==> config.mk <==
export PLATFORM = sky130hd
export DESIGN_NAME = seq_booth_multiplier
export DESIGN_NICKNAME = d
export VERILOG_FILES = /design/src/rtl/seq_booth_multiplier.sv
export SDC_FILE = /design/constraint.sdc
export NUM_CORES = 1
export LEC_CHECK = 0
export ABC_AREA = 1
export CAP_MARGIN = 0
export CORE_MARGIN = 2
export CORE_UTILIZATION = 70
export DETAILED_ROUTE_END_ITERATION = 12
export DONT_BUFFER_PORTS = 1
export HOLD_SLACK_MARGIN = 0.06
export PLACE_DENSITY = 0.95
export SYNTH_ARGS = -nofsm -noshare
export SYNTH_HDL_FRONTEND = slang
export SYNTH_SLANG_ARGS = --single-unit
==> constraint.sdc <==
create_clock -name clk -period 8.69 [get_ports clk]
set_input_delay 2.607 -clock clk [delete_from_list [all_inputs] [get_ports clk]]
set_output_delay 2.607 -clock clk [all_outputs]
set_load 0.03 [all_outputs]
==> src/rtl/seq_booth_multiplier.sv <==
// seq_booth_multiplier: sequential radix-4 Booth multiplier, signed/unsigned per transaction,
// valid/ready on both sides, result held under back-pressure.
module seq_booth_multiplier #(
    parameter int WIDTH = 16
) (
    input  logic                 clk,
    input  logic                 reset,
    input  logic                 in_valid,
    output logic                 in_ready,
    input  logic [WIDTH-1:0]     a,
    input  logic [WIDTH-1:0]     b,
    input  logic                 signed_mode,
    output logic                 out_valid,
    input  logic                 out_ready,
    output logic [2*WIDTH-1:0]   product,
    output logic                 busy
);
    localparam int K  = WIDTH / 2 + 1;
    localparam int CW = $clog2(K + 1);
    localparam int AW = 2 * WIDTH + 4;

    if (WIDTH % 2 != 0 || WIDTH < 4) begin : g_width_check
        $error("seq_booth_multiplier: WIDTH must be even and >= 4");
    end

    typedef enum logic [1:0] {IDLE, CALC, DONE} state_t;

    state_t          state, next_state;
    logic [CW-1:0]   cnt;
    logic [AW-1:0]   mcand, acc, addend, acc_next;
    logic [WIDTH+2:0] mplier;
    logic            accept, last;

    assign in_ready  = (state == IDLE) || (state == DONE && out_ready);
    assign accept    = in_valid && in_ready;
    assign out_valid = (state == DONE);
    assign busy      = (state != IDLE);
    assign last      = (cnt == CW'(K - 1));
    assign acc_next  = acc + addend;

    always_comb begin
        next_state = state;
        case (state)
            IDLE:    next_state = accept ? CALC : IDLE;
            CALC:    next_state = last ? DONE : CALC;
            DONE:    next_state = accept ? CALC : (out_ready ? IDLE : DONE);
            default: next_state = IDLE;
        endcase
    end

    // mcand is pre-shifted by 2 bits per digit, so each digit adds in place
    always_comb begin
        addend = '0;
        case (mplier[2:0])
            3'b001, 3'b010: addend = mcand;
            3'b011:         addend = mcand << 1;
            3'b100:         addend = -(mcand << 1);
            3'b101, 3'b110: addend = -mcand;
            default:        addend = '0;
        endcase
    end

    always_ff @(posedge clk or posedge reset) begin
        if (reset) begin
            state   <= IDLE;
            cnt     <= '0;
            acc     <= '0;
            mcand   <= '0;
            mplier  <= '0;
            product <= '0;
        end else begin
            state <= next_state;
            if (accept) begin
                mcand  <= {{(AW - WIDTH){signed_mode & a[WIDTH-1]}}, a};
                mplier <= {{2{signed_mode & b[WIDTH-1]}}, b, 1'b0};
                acc    <= '0;
                cnt    <= '0;
            end else if (state == CALC) begin
                acc    <= acc_next;
                mcand  <= mcand << 2;
                mplier <= {2'b00, mplier[WIDTH+2:2]};
                cnt    <= cnt + 1'b1;
                if (last)
                    product <= acc_next[2*WIDTH-1:0];
            end
        end
    end
endmodule

=== Yosys cells after proc, flatten, opt, wreduce, memory -nomap -nowiden ===
Index checks and enable logic that the tools add are counted.

* Bits in registers: 129
* Bits of input ports: 37
* Output and inout port bits: 35
* Word-level logic and storage cells: 45

* $add $sub $neg: 4
* Eq/ne operators: 9
* Multiplexer cells: 14
* Bitwise logic cells: 3
* Reduce and logical (&&, ||, !) cells: 9

{| class="wikitable"
|+ Operators by type and width
! cell !! count
|-
| 36-bit two-way mux || 4
|-
| 36-bit case mux with 4 select lines || 1
|-
| 36-bit negator || 2
|-
| 19-bit two-way mux || 2
|-
| 36-bit adder || 1
|-
| 3-bit == test, second input constant || 3
|-
| 4-bit two-way mux || 2
|-
| 3-bit by 2-bit == test with 1-bit output, second input constant || 2
|-
| 2-bit two-way mux || 3
|-
| 2-bit case mux with 3 select lines || 1
|-
| 4-bit by 1-bit adder with 4-bit output, second input constant || 1
|-
| 4-bit == test, second input constant || 1
|-
| 2-bit nonzero test || 2
|-
| 2-bit OR reduction || 2
|-
| 3-bit by 1-bit == test with 1-bit output, second input constant || 1
|-
| 3-bit AND reduction || 1
|-
| 1-bit AND || 2
|-
| 2-bit by 1-bit == test with 1-bit output, second input constant || 1
|-
| 2-bit == test, second input constant || 1
|-
| 1-bit logical AND || 2
|-
| 2-bit logical NOT || 1
|-
| 1-bit logical OR || 1
|-
| 1-bit two-way mux || 1
|-
| 1-bit inverter || 1
|}

=== Logic depth before layout (Yosys ltp) ===
Gate-level depths: netlist of run 1.

* Word-level depth: 6
* Mapped depth: 22

=== Worst setup path after synthesis of run 1 ===
OpenSTA, ideal clock, no wires.

* Path type: in2out
* Start point: in out_ready
* End point: out in_ready
* Arrival time: 3.102 ns
* Required time: 6.083 ns
* Slack: 2.981 ns
* Stages: 2
* Buffers on the path: 0
* Cell sequence: nor2_1 -> nor2_1

* Cells in the longest elaborated chain, start to end: 2

{| class="wikitable"
|+ RTL lines
! item !! RTL line !! source
|-
| start, declared || 14 || <nowiki>input logic out_ready,</nowiki>
|-
| 1-bit logical AND || 34 || <nowiki>assign in_ready = (state == IDLE) || (state == DONE && out_ready);</nowiki>
|-
| 1-bit logical OR || 34 ||
|-
| end, declared || 9 || <nowiki>output logic in_ready,</nowiki>
|}

No other way between the ends.

=== Worst setup path in the final report of run 1 ===
Ends and elaborated chain as after synthesis.

==> impl_metrics.tcl, run 1 <==
set metrics [dict create \
    startpoint_type "input pin" \
    dp_hpwl_mm 14.42 \
    tns_ns 0 \
    clkSinkCount 120 \
    setup_viol 0 \
    crit_type "in2out" \
    syn_inst 1059 \
    diodes 0 \
    clk_latency_ns 0.43 \
    place_ws_ns 2.929 \
    gp_congestion 0.9486 \
    die_y_um 111.0 \
    drt_iter0_markers 756 \
    relSlewSlack 0.2143 \
    worst_slew_pin_slew_ns 1.175 \
    drt_wl_total_mm 20.30 \
    fp-row-count 39 \
    grt_overflow 0 \
    cp_slowest_cell "nor2_1" \
    grt_pass1_wl_mm 33.91 \
    synth_fp_nets 1131 \
    coreArea_um2 11320 \
    synth_edf_count 0 \
    regArea_um2 3003 \
    antenna_found_initial 0 \
    cts_max_level 4 \
    utilization 0.7628 \
    clk_path_buf_depth 2 \
    min_period_ns 5.757 \
    ys_ff_latch 120 \
    final_area_um2 8636 \
    initial_core_util 0.7082 \
    cts_tree "done" \
    remaining_drc_errors 0 \
    synthesis.area_um2 8018 \
    async_flop_share 1.000 \
    cts_setup_buffers 0 \
    synth.avg_cell_area_um2 7.571 \
    synth_flop_cell "dfrtp_1" \
    worstPathCellList "nor2_1 -> nor2_1" \
    cap_violations 0 \
    cp_max_fo 2 \
    avgRoutedWirePerCell_um 16.93 \
    fillers 822 \
    drive_above_1_share 0.08807 \
    skew_ns 0.007286 \
    rsz0062_at_grt "no" \
    avgViaCountPerCell 6.238 \
    hold_buffers 0 \
    yosys_warnings 0 \
    crit_required_ns 6.08 \
    syn_to_final_growth_pct 7.709 \
    die_w_um 111.0 \
    end_kind "primary output" \
    clk_pin_slew_worst_paths_ns 0.05 \
    num_vias 7479 \
    placed_area_um2 8063 \
    arrival_ns 3.15 \
    nets 1116 \
    fmax_ghz 0.1737 \
    crit_buf_inv 0 \
    grt_start_max_net_pins 85 \
    worst_path_largest_cell_delay_ns 0.51 \
    pin_count 72 \
    track_usage 0.3392 \
    layout_common_cells "nand2_1 (286), dfrtp_1 (120), inv_1 (103)" \
    fin_ws_ns 2.933 \
    ys_seq_area_frac 0.3745 \
    cts_buffers 17 \
    hp-class "reg2reg" \
    final_common_cell "nand2_1" \
    first_pass_iters 6 \
    port_buffers 0 \
    grt_pass1_vias 7169 \
    multi_input_area_um2 4405 \
    cp_top_family "simple AND/OR/NAND/NOR gates" \
    finalHoldViolCount 0 \
    die_area_um2 12330 \
    ys_types 48 \
    clockRootBuffer "clkbuf_16" \
    crit_top_cell "nor2_1" \
    drtAntennaViolNets 0 \
    fin_crit_sh 0.6625 \
    status "finished, final reports clean" \
    slew_viol_final 0 \
    ctsResizeCount 0 \
]
==> stage by stage <==
stage,instances,hold slack (ns)
after floorplan,1059,0.4553
after global placement,1168,0.4693
after detailed placement,1168,0.4812
after CTS,1199,0.4954
after global routing,1199,0.5071
final,1199,0.4948
==> cells in the mapped netlist, types with 18 or more instances <==
master,instances,share of area
o21ai_1,23,0.014
o221ai_1,32,0.035
xor2_1,35,0.038
nand2_1,286,0.13
nand3_1,53,0.033
ha_1,34,0.053
o21ai_0,50,0.031
nor2_1,72,0.034
inv_1,104,0.049
buf_2,18,0.011
a21oi_1,50,0.031
dfrtp_1,120,0.37
==> layout make-up <==
cell class | instances | share of cell area
multi-input cells | 782 | 0.5101
clock inverters | 11 | 0.01463
repair buffers | 3 | 0.002608
clock buffers | 20 | 0.05172
flip-flops and latches | 120 | 0.3477
inverters | 120 | 0.05245
well taps | 143 | 0.02072
==> final timing paths <==
kind | from | to | slack, ns | cells past startpoint
worst max-delay path | out_ready | in_ready | 2.93 | 2
worst min-delay path | acc[30] | acc[30] | 0.49 | 2
worst max register to register | mplier[1] | product[17] | 4.81 | 15
worst min register to register | acc[30] | acc[30] | 0.49 | 2
max in group asynchronous | reset | acc[23] | 5.23 | 2
min in group asynchronous | reset | product[12] | 2.06 | 1
==> per-layer routing <==
| metal | global-route usage | part of all wire |
|---|---|---|
| met1 | 0.4587 | 0.43 |
| met2 | 0.5370 | 0.46 |
| met3 | 0.07162 | 0.080 |
| met4 | 0.1407 | 0.029 |
| met5 | 0 | 0 |
==> sequential cells by signal, indices dropped and copies added, names as in the netlist <==
signal and flops:
acc 32, mplier 18, cnt 4, state 2
mcand 32, product 32
==> cells by family after synthesis <==
logic type / after synthesis / synth area share
buffers and inverters: 157 / 0.07631
xor gates and xnor gates: 49 / 0.05353
DFF: 120 / 0.3745
and+or+nand+nor: 472 / 0.2580
adders and majority gates: 35 / 0.05556
AOI/OAI and AO/OA: 226 / 0.1821
Power of run 1 is not shown: default switching activity piles up to over one toggle a cycle in this logic, so the estimate is an artifact.
==> run 2, diff against run 1 <==
CORE_UTILIZATION = 59   (was 70)
PLACE_DENSITY = 0.87   (was 0.95)
clock period = 5.1 ns   (was 8.69 ns; I/O delays follow)
==> run 2 against run 1 <==
First-iteration DRC count is 23% lower; global-route usage is 3.4 points lower; critical path depth grew 14; wire length up 1.6%; clock-buffer cell count is 1 lower; critical path type is now reg2reg; clock skew is 0.0044 ns higher; non-clock buffer count grew 2; register-to-register slack got worse by 3.5 ns.
==> impl_metrics.tcl, run 2 (same netlist as run 1, synthesis figures left out) <==
set metrics [dict create \
    crit_top_cell "nand2_1" \
    grt_pass1_vias 7115 \
    hp-start "acc[29]" \
    crit_required_ns 5.42 \
    antenna_found_initial 0 \
    dp_hpwl_mm 14.55 \
    grt_start_max_net_pins 65 \
    avgViaCountPerCell 5.940 \
    clkSinkCount 120 \
    clk_pin_slew_worst_paths_ns 0.06 \
    cap_violations 0 \
    tns_ns 0 \
    num_vias 7336 \
    cts_setup_buffers 0 \
    holdPathStages 2 \
    drt_wl_total_mm 20.63 \
    reg2regPathDepth 16 \
    drt_iter0_markers 584 \
    ctsResizeCount 0 \
    worst_slew_pin_slew_ns 1.108 \
    hold_buffers 0 \
    nets 1118 \
    cp_max_fo 30 \
    grt_overflow 0 \
    end_kind "flip-flop" \
    diodes 0 \
    die_y_um 120.6 \
    r2r-end "product[25]" \
    final_common_cell "nand2_1" \
    hold_path_end "acc[29]" \
    port_buffers 0 \
    rrSetupSlack_ns 1.31 \
    clockRootBuffer "clkbuf_16" \
    finalHoldViolCount 0 \
    cts_max_level 4 \
    syn_to_final_growth_pct 8.692 \
    fillers 1154 \
    fin_ws_ns 1.308 \
    avgRoutedWirePerCell_um 16.70 \
    fin_crit_sh 0.7436 \
    fmax_ghz 0.2637 \
    r2r_start "mplier[2]" \
    rsz0062_at_grt "no" \
    cp.depth 16 \
    fp-row-count 42 \
    worst_path_largest_cell_delay_ns 0.77 \
    remaining_drc_errors 0 \
    worstPathCellList "inv_1 -> nand3_1 -> o22ai_1 -> a21oi_1 -> o21ai_0 -> ha_1 -> a21oi_1 -> o21ai_0 -> a21oi_1 -> o21ai_2 -> nand2_1 -> nand2_1 -> nand2_1 -> nand3b_1 -> nand3_1 -> nand2_1" \
    reg_top3 "acc (32), mcand (32), product (32)" \
    crit_buf_inv 1 \
    min_period_ns 3.792 \
    clk_path_buf_depth 2 \
    status "finished, final reports clean" \
    track_usage 0.3049 \
    slew_viol_final 0 \
    skew_ns 0.01168 \
    cp_slowest_cell "nand3_1" \
    first_pass_iters 9 \
    crit_type "reg2reg" \
    die_area_um2 14540 \
    drtAntennaViolNets 0 \
    initial_core_util 0.6054 \
    gp_congestion 0.9403 \
    pin_count 72 \
    cts_buffers 17 \
    relSlewSlack 0.2595 \
    hp-class "reg2reg" \
    grt_pass1_wl_mm 35.00 \
    die_w_um 120.6 \
    cts_tree "done" \
    startpoint_type "flip-flop" \
    drive_above_1_share 0.09254 \
    coreArea_um2 13240 \
    layout_common_cells "nand2_1 (286), dfrtp_1 (120), inv_1 (103)" \
    cp_top_family "compound AO/OA/AOI/OAI gates" \
    setup_viol 0 \
    clk_latency_ns 0.44 \
    place_ws_ns 1.508 \
    arrival_ns 4.11 \
]
-- run 2: cell count changes in the layout (fill, tap and decap cells not counted) --
cell	delta
buf_4	+2
clkbuf_1	-2
clkbuf_8	+1
clkinv_2	+1
clkinvlp_4	-2
inv_6	+3
-- run 2: stage by stage --
| stage | area (um2) | hold WS, ns | utilization | cells |
|---|---|---|---|---|
| after floorplan | 8018 | 0.4553 | - | 1059 |
| after global placement | 8119 | 0.4684 | 0.6131 | 1203 |
| final | 8715 | 0.4932 | 0.6581 | 1235 |
| after CTS | 8715 | 0.4953 | 0.6581 | 1235 |
| after detailed placement | 8119 | 0.4783 | 0.6131 | 1203 |
| after global routing | 8715 | 0.5189 | 0.6581 | 1235 |
-- run 2: worst max path at each step --
stage / startpoint / endpoint
2_1_floorplan: reset / acc[0]
3_3_place_gp: out_ready / in_ready
3_5_place_dp: out_ready / mcand[31]
4_1_cts: mplier[2] / product[25]
5_1_grt: mplier[2] / product[25]
6_report: mplier[2] / product[25]
-- run 2: layer usage --
layer,track usage,up-vias,share of wire
li1,-,3536,-
met1,0.4213,3435,0.45
met2,0.4703,321,0.45
met3,0.06274,44,0.071
met4,0.1235,0,0.024
met5,0,-,0
-- run 2: layout make-up --
cell class / instances / area, um2 / share of cell area
multi-input cells: 782 / 4405 / 0.5055
flip-flops and latches: 120 / 3003 / 0.3446
clock buffers: 19 / 452.9 / 0.05197
inverters: 120 / 452.9 / 0.05197
well taps: 176 / 220.2 / 0.02527
clock inverters: 13 / 142.6 / 0.01637
repair buffers: 5 / 37.54 / 0.004307
-- run 2: tightest hold or removal path, cell delays in order, from the launching register on --
cell and delay, ns:
dfrtp_1 0.35, nand2_1 0.06, nand2_1 0.06
Power of run 2 is left out for the same reason.
